[src/rtl/mem_arbiter.sv]
// -----------------------------------------------------------------------------
// mem_arbiter
// Two-port round-robin arbiter in front of a single-ported RAM with a fixed
// read latency. Port 0 is the ALU side, port 1 the loader/debug side. Each
// port holds a level request until its one-cycle ack. Every output comes
// straight from a flop.
//
// Ports
//   clk, reset                     clock, synchronous active-high reset
//   readReq0/1, writeReq0/1        per-port request levels
//   address0/1, dataIn0/1          per-port word address and write data
//   dataOut0/1, ack0/1             per-port read data and completion pulse
//   ramIn                          RAM read data
//   ramAddress, ramOut             RAM word address and write data
//   readReq, writeReq              RAM strobes, high for one cycle
//   mode                           debug view of the FSM state
//   grant                          port owning the current or last transaction
//
// state | meaning
// ------+---------------------------------------------------------------
// IDLE  | sample requests, arbitrate, latch address/data/op
// ISSUE | RAM strobe high for this one cycle
// WAIT  | read in flight; counter runs down to the ramIn capture edge
// ACK   | ack pulse to the granted port; requests are not sampled here
// -----------------------------------------------------------------------------
module mem_arbiter #(
    parameter int unsigned RAM_LATENCY = 1
) (
    input  logic        clk,
    input  logic        reset,
    input  logic        readReq0,
    input  logic        writeReq0,
    input  logic [31:0] address0,
    input  logic [31:0] dataIn0,
    output logic [31:0] dataOut0,
    output logic        ack0,
    input  logic        readReq1,
    input  logic        writeReq1,
    input  logic [31:0] address1,
    input  logic [31:0] dataIn1,
    output logic [31:0] dataOut1,
    output logic        ack1,
    input  logic [31:0] ramIn,
    output logic [31:0] ramAddress,
    output logic [31:0] ramOut,
    output logic        readReq,
    output logic        writeReq,
    output logic [7:0]  mode,
    output logic        grant
);

    typedef enum logic [1:0] {
        S_IDLE  = 2'd0,
        S_ISSUE = 2'd1,
        S_WAIT  = 2'd2,
        S_ACK   = 2'd3
    } state_t;

    state_t      state_q, state_d;
    logic        rd_q, rd_d;
    logic        wr_q, wr_d;
    logic [31:0] addr_q, addr_d;
    logic [31:0] wdata_q, wdata_d;
    logic [31:0] dout0_q, dout0_d;
    logic [31:0] dout1_q, dout1_d;
    logic        ack0_q, ack0_d;
    logic        ack1_q, ack1_d;
    logic        grant_q, grant_d;
    logic        last_grant_q, last_grant_d;
    logic [3:0]  cnt_q, cnt_d;

    logic        req0, req1, win, win_wr;

    always_comb begin
        state_d      = state_q;
        rd_d         = rd_q;
        wr_d         = wr_q;
        addr_d       = addr_q;
        wdata_d      = wdata_q;
        dout0_d      = dout0_q;
        dout1_d      = dout1_q;
        ack0_d       = 1'b0;
        ack1_d       = 1'b0;
        grant_d      = grant_q;
        last_grant_d = last_grant_q;
        cnt_d        = cnt_q;

        req0   = readReq0 | writeReq0;
        req1   = readReq1 | writeReq1;
        // With both ports requesting, the one not served last time wins.
        win    = (req0 && req1) ? ~last_grant_q : req1;
        // A port raising read and write together gets a write only.
        win_wr = win ? writeReq1 : writeReq0;

        case (state_q)
            S_IDLE: begin
                if (req0 || req1) begin
                    grant_d      = win;
                    last_grant_d = win;
                    addr_d       = win ? address1 : address0;
                    wdata_d      = win ? dataIn1 : dataIn0;
                    wr_d         = win_wr;
                    rd_d         = ~win_wr;
                    state_d      = S_ISSUE;
                end
            end
            S_ISSUE: begin
                rd_d = 1'b0;
                wr_d = 1'b0;
                if (wr_q) begin
                    state_d = S_ACK;
                    if (grant_q) ack1_d = 1'b1;
                    else         ack0_d = 1'b1;
                end else begin
                    state_d = S_WAIT;
                    cnt_d   = 4'(RAM_LATENCY - 1);
                end
            end
            S_WAIT: begin
                if (cnt_q == 4'd0) begin
                    state_d = S_ACK;
                    if (grant_q) begin
                        dout1_d = ramIn;
                        ack1_d  = 1'b1;
                    end else begin
                        dout0_d = ramIn;
                        ack0_d  = 1'b1;
                    end
                end else begin
                    cnt_d = cnt_q - 4'd1;
                end
            end
            S_ACK: begin
                state_d = S_IDLE;
            end
            default: begin
                state_d = S_IDLE;
            end
        endcase
    end

    always_ff @(posedge clk) begin
        if (reset) begin
            state_q      <= S_IDLE;
            rd_q         <= 1'b0;
            wr_q         <= 1'b0;
            addr_q       <= 32'd0;
            wdata_q      <= 32'd0;
            dout0_q      <= 32'd0;
            dout1_q      <= 32'd0;
            ack0_q       <= 1'b0;
            ack1_q       <= 1'b0;
            grant_q      <= 1'b0;
            last_grant_q <= 1'b1;
            cnt_q        <= 4'd0;
        end else begin
            state_q      <= state_d;
            rd_q         <= rd_d;
            wr_q         <= wr_d;
            addr_q       <= addr_d;
            wdata_q      <= wdata_d;
            dout0_q      <= dout0_d;
            dout1_q      <= dout1_d;
            ack0_q       <= ack0_d;
            ack1_q       <= ack1_d;
            grant_q      <= grant_d;
            last_grant_q <= last_grant_d;
            cnt_q        <= cnt_d;
        end
    end

    assign dataOut0   = dout0_q;
    assign dataOut1   = dout1_q;
    assign ack0       = ack0_q;
    assign ack1       = ack1_q;
    assign ramAddress = addr_q;
    assign ramOut     = wdata_q;
    assign readReq    = rd_q;
    assign writeReq   = wr_q;
    assign mode       = {6'd0, state_q};
    assign grant      = grant_q;

endmodule

[config.mk]
export PLATFORM = sky130hd
export DESIGN_NAME = mem_arbiter
export DESIGN_NICKNAME = d
export VERILOG_FILES = /design/src/rtl/mem_arbiter.sv
export SDC_FILE = /design/constraint.sdc
export NUM_CORES = 1
export LEC_CHECK = 0
export BUFFER_PORTS_ARGS = -buffer_cell sky130_fd_sc_hd__buf_4
export CAP_MARGIN = 0
export CORE_UTILIZATION = 25
export DETAILED_ROUTE_END_ITERATION = 7
export GPL_TIMING_DRIVEN = 0
export SETUP_SLACK_MARGIN = 0.5
export SYNTH_ARGS = -nofsm -noshare
export SYNTH_HDL_FRONTEND = slang
export SYNTH_SLANG_ARGS = --single-unit
export TNS_END_PERCENT = 100
[constraint.sdc]
create_clock -name clk -period 3.2 [get_ports clk]
set_input_delay 0.16 -clock clk [delete_from_list [all_inputs] [get_ports clk]]
set_output_delay 0.16 -clock clk [all_outputs]
set_load 0.01 [all_outputs]
==> flow_summary.ini <==
[clocking]
htree_levels = 4
clkTransAtPathRegs_ns = 0.07
cts_tree = done
root_buffer = clkbuf_16
post-cts-setup-buffers = 0
clockBufferDepth = 2
cts.sinks = 140
clock_latency_ns = 0.42
numCtsBuffers = 17

[global_route]
overflow = 0
grt_pass1_vias = 6699
grt_pass1_wl_um = 33900
grt_max_degree = 17
antenna_found_initial = 0
track_usage_pct = 19.1

[synth]
ys_seq_area_share_pct = 50.3
synthArstFlopShare_pct = 0
synth_warnings = 0
synth_edf_count = 0
synth_seq_cells = 140
avgSynthCellArea_um2 = 7.73
netlist_area_um2 = 5570
yosysUniqueCellTypes = 33
syn_inst = 720
dominantRegCellSynth = dfxtp_1

[power_and_ir_drop]
p_int_mw = 4.82
p_sw_mw = 2.78
clockPowerShare_pct = 26.0
p_seq_share_pct = 33.4
p_comb_share_pct = 40.6
netSwitchingFraction_pct = 36.5
cellPowerDensity_nw_per_um2 = 755
p_leak_nw = 4.46
irDropWorstVdd_mv = 0.384

[drt]
ant_nets = 0
drt-initial-drc-count = 217
drt_wl_total_um = 22300
vias = 6699
avgViaCountPerCell = 4.58
wl_per_cell_um = 15.2
drc = 0
dr.pass1.iters = 5

[sta]
maxSlewViolCount = 0
layout_min_cycle_time_ns = 2.48
timing.final.crit_share_pct = 77.6
worst_pin_slew_ns = 0.704
fmax_mhz = 403
tns_ns = 0
fin_worst_skew_ns = 0.0109
setup_viol = 0
hold_viol = 0
slew_headroom_pct = 53.1
rsz0062_at_grt = no
holdWs_ns = 0.0193

[placed_design]
gp_congestion = 0.802
portBuffers = 299
dp_hpwl_um = 15700

[final_layout]
nNetsFinal = 1342
drive_gt1_share_pct = 31.8
area_delta_synth_final_pct = 80.6
n_fill_cell = 2184
antenna_cells = 0

[floorplanning]
placementRows = 54
num_io_pins = 307
core_um2 = 21800
die_area_um2 = 22900
die_w_um = 151
start_util_pct = 25.5
die_h_um = 151

[critical_path]
worstSetupEndpointType = flip-flop
cp.required_ns = 3.56
path_class = reg2reg
startpoint_type = flip-flop
cp_max_fo = 10
arrival_ns = 2.84

[worst_hold_path]
hp-class = in2reg

[job]
max_cap_viol_count = 0

[status]
status = finished, final reports clean
[path summary, 6_finish.rpt]
path,from,endpoint,slack [ns],cells after the start
worst min-delay path,address0[29],ramAddress[29],0.02,3
worst min register to register,dataOut1[17],dataOut1[17],0.45,2
worst max-delay path,state_q[1],ramAddress[1],0.72,9
worst max register to register,state_q[1],ramAddress[1],0.72,9
[cell usage in the layout, fill, tap and decap left out, types with 2 or more instances in the layout]
cell / Yosys / layout
buf_4: 9 / 308
nand2_1: 262 / 262
nor3b_1: 2 / 2
inv_6: 0 / 6
clkbuf_2: 0 / 8
dlygate4sd3_1: 0 / 128
clkinv_4: 0 / 2
nand3b_1: 3 / 3
a21oi_1: 68 / 68
conb_1: 1 / 6
inv_8: 0 / 2
clkinvlp_4: 0 / 3
and2_1: 2 / 2
buf_2: 18 / 18
buf_1: 5 / 5
a31oi_1: 64 / 64
inv_1: 7 / 7
clkbuf_16: 0 / 17
a21bo_2: 3 / 3
dfxtp_1: 140 / 140
nor2_1: 12 / 12
ha_1: 5 / 5
mux2i_1: 3 / 3
o21ai_0: 69 / 69
nor3_1: 2 / 2
clkbuf_1: 31 / 23
[worst max-delay path, cell delays in order, from the launching register on]
cell	delay, ns
dfxtp_1	0.35
inv_1	0.13
ha_1	0.25
inv_2	0.09
nor2_1	0.16
buf_2	0.28
clkbuf_2	0.25
o21ai_0	0.13
a31oi_1	0.19
dlygate4sd3_1	0.59
[state kept, by name, summed over array words and instances, names as in the netlist]
name	cells
ramAddress	32
grant	1
dataOut1	32
dataOut0	32
ack1	1
writeReq	1
cnt_q	4
ramOut	32
last_grant_q	1
readReq	1
state_q	2
ack0	1
[final cells by class]
type | count | area [um^2] | area share, %
plain buffers | 63 | 303 | 3.01
clock buffers | 18 | 439 | 4.37
clock inverters | 14 | 145 | 1.44
inverters | 8 | 30.0 | 0.299
multi-input cells | 514 | 2460 | 24.5
flip-flops and latches | 140 | 2800 | 27.9
well taps | 280 | 350 | 3.48
repair buffers | 427 | 3530 | 35.1
[Yosys cell counts, types with 2 or more instances]
library cell,count,area (um^2)
ha_1,5,62.6
a31oi_1,64,400
nor3b_1,2,15.0
nand3b_1,3,22.5
a21oi_1,68,340
buf_1,5,18.8
nor3_1,2,10.0
o21ai_0,69,345
and2_1,2,12.5
nand2_1,262,983
inv_1,7,26.3
mux2i_1,3,30.0
dfxtp_1,140,2800
clkbuf_1,31,116
buf_2,18,90.1
a21bo_2,3,30.0
buf_4,9,67.6
nor2_1,12,45.0
[power groups by stage]
stage	Clock, mW	Sequential [mW]	Combinational, mW
3_5_place_dp	0	2.56	2.80
5_1_grt	2.09	2.60	3.38
2_1_floorplan	0	2.75	1.21
3_3_place_gp	0	2.56	2.79
4_1_cts	2.02	2.54	3.07
6_report	1.97	2.54	3.09
[timing repair]
action / 4_1_cts / 5_1_grt
resized for setup: 0 / 16
setup endpoints to repair: 0 / 24
hold endpoints to repair: 120 / 0
hold buffers: 128 / 0
[metal layers]
| layer | wire, um | GRT usage (%) |
|---|---|---|
| met3 | 1820 | 6.48 |
| met5 | 0 | 0 |
| met2 | 10900 | 33.9 |
| met4 | 458 | 6.60 |
| met1 | 9050 | 21.2 |
[cell families (layout without fill, tap and decap cells)]
logic type | after synthesis | in the layout | share of synthesized area (%)
other cells | 1 | 6 | 0.0673
simple gates | 287 | 287 | 20.2
buf+inv | 71 | 530 | 5.80
compound gates | 212 | 212 | 21.8
fa+ha+maj | 5 | 5 | 1.12
flops | 140 | 140 | 50.3
mux | 3 | 3 | 0.539
xor+xnor | 1 | 1 | 0.157
[through the flow]
step	worst slack, ns	power (mW)	instance area, um^2	cells	utilization (%)
floorplan	1.49	3.96	5590	725	-
global placement	0.992	5.35	8180	1304	37.5
detailed placement	0.984	5.36	8180	1304	37.5
CTS	0.611	7.62	10000	1464	46.0
global route	0.496	8.07	10100	1464	46.1
finish	0.716	7.60	10100	1464	46.1
(Power assumes the default switching activity.)
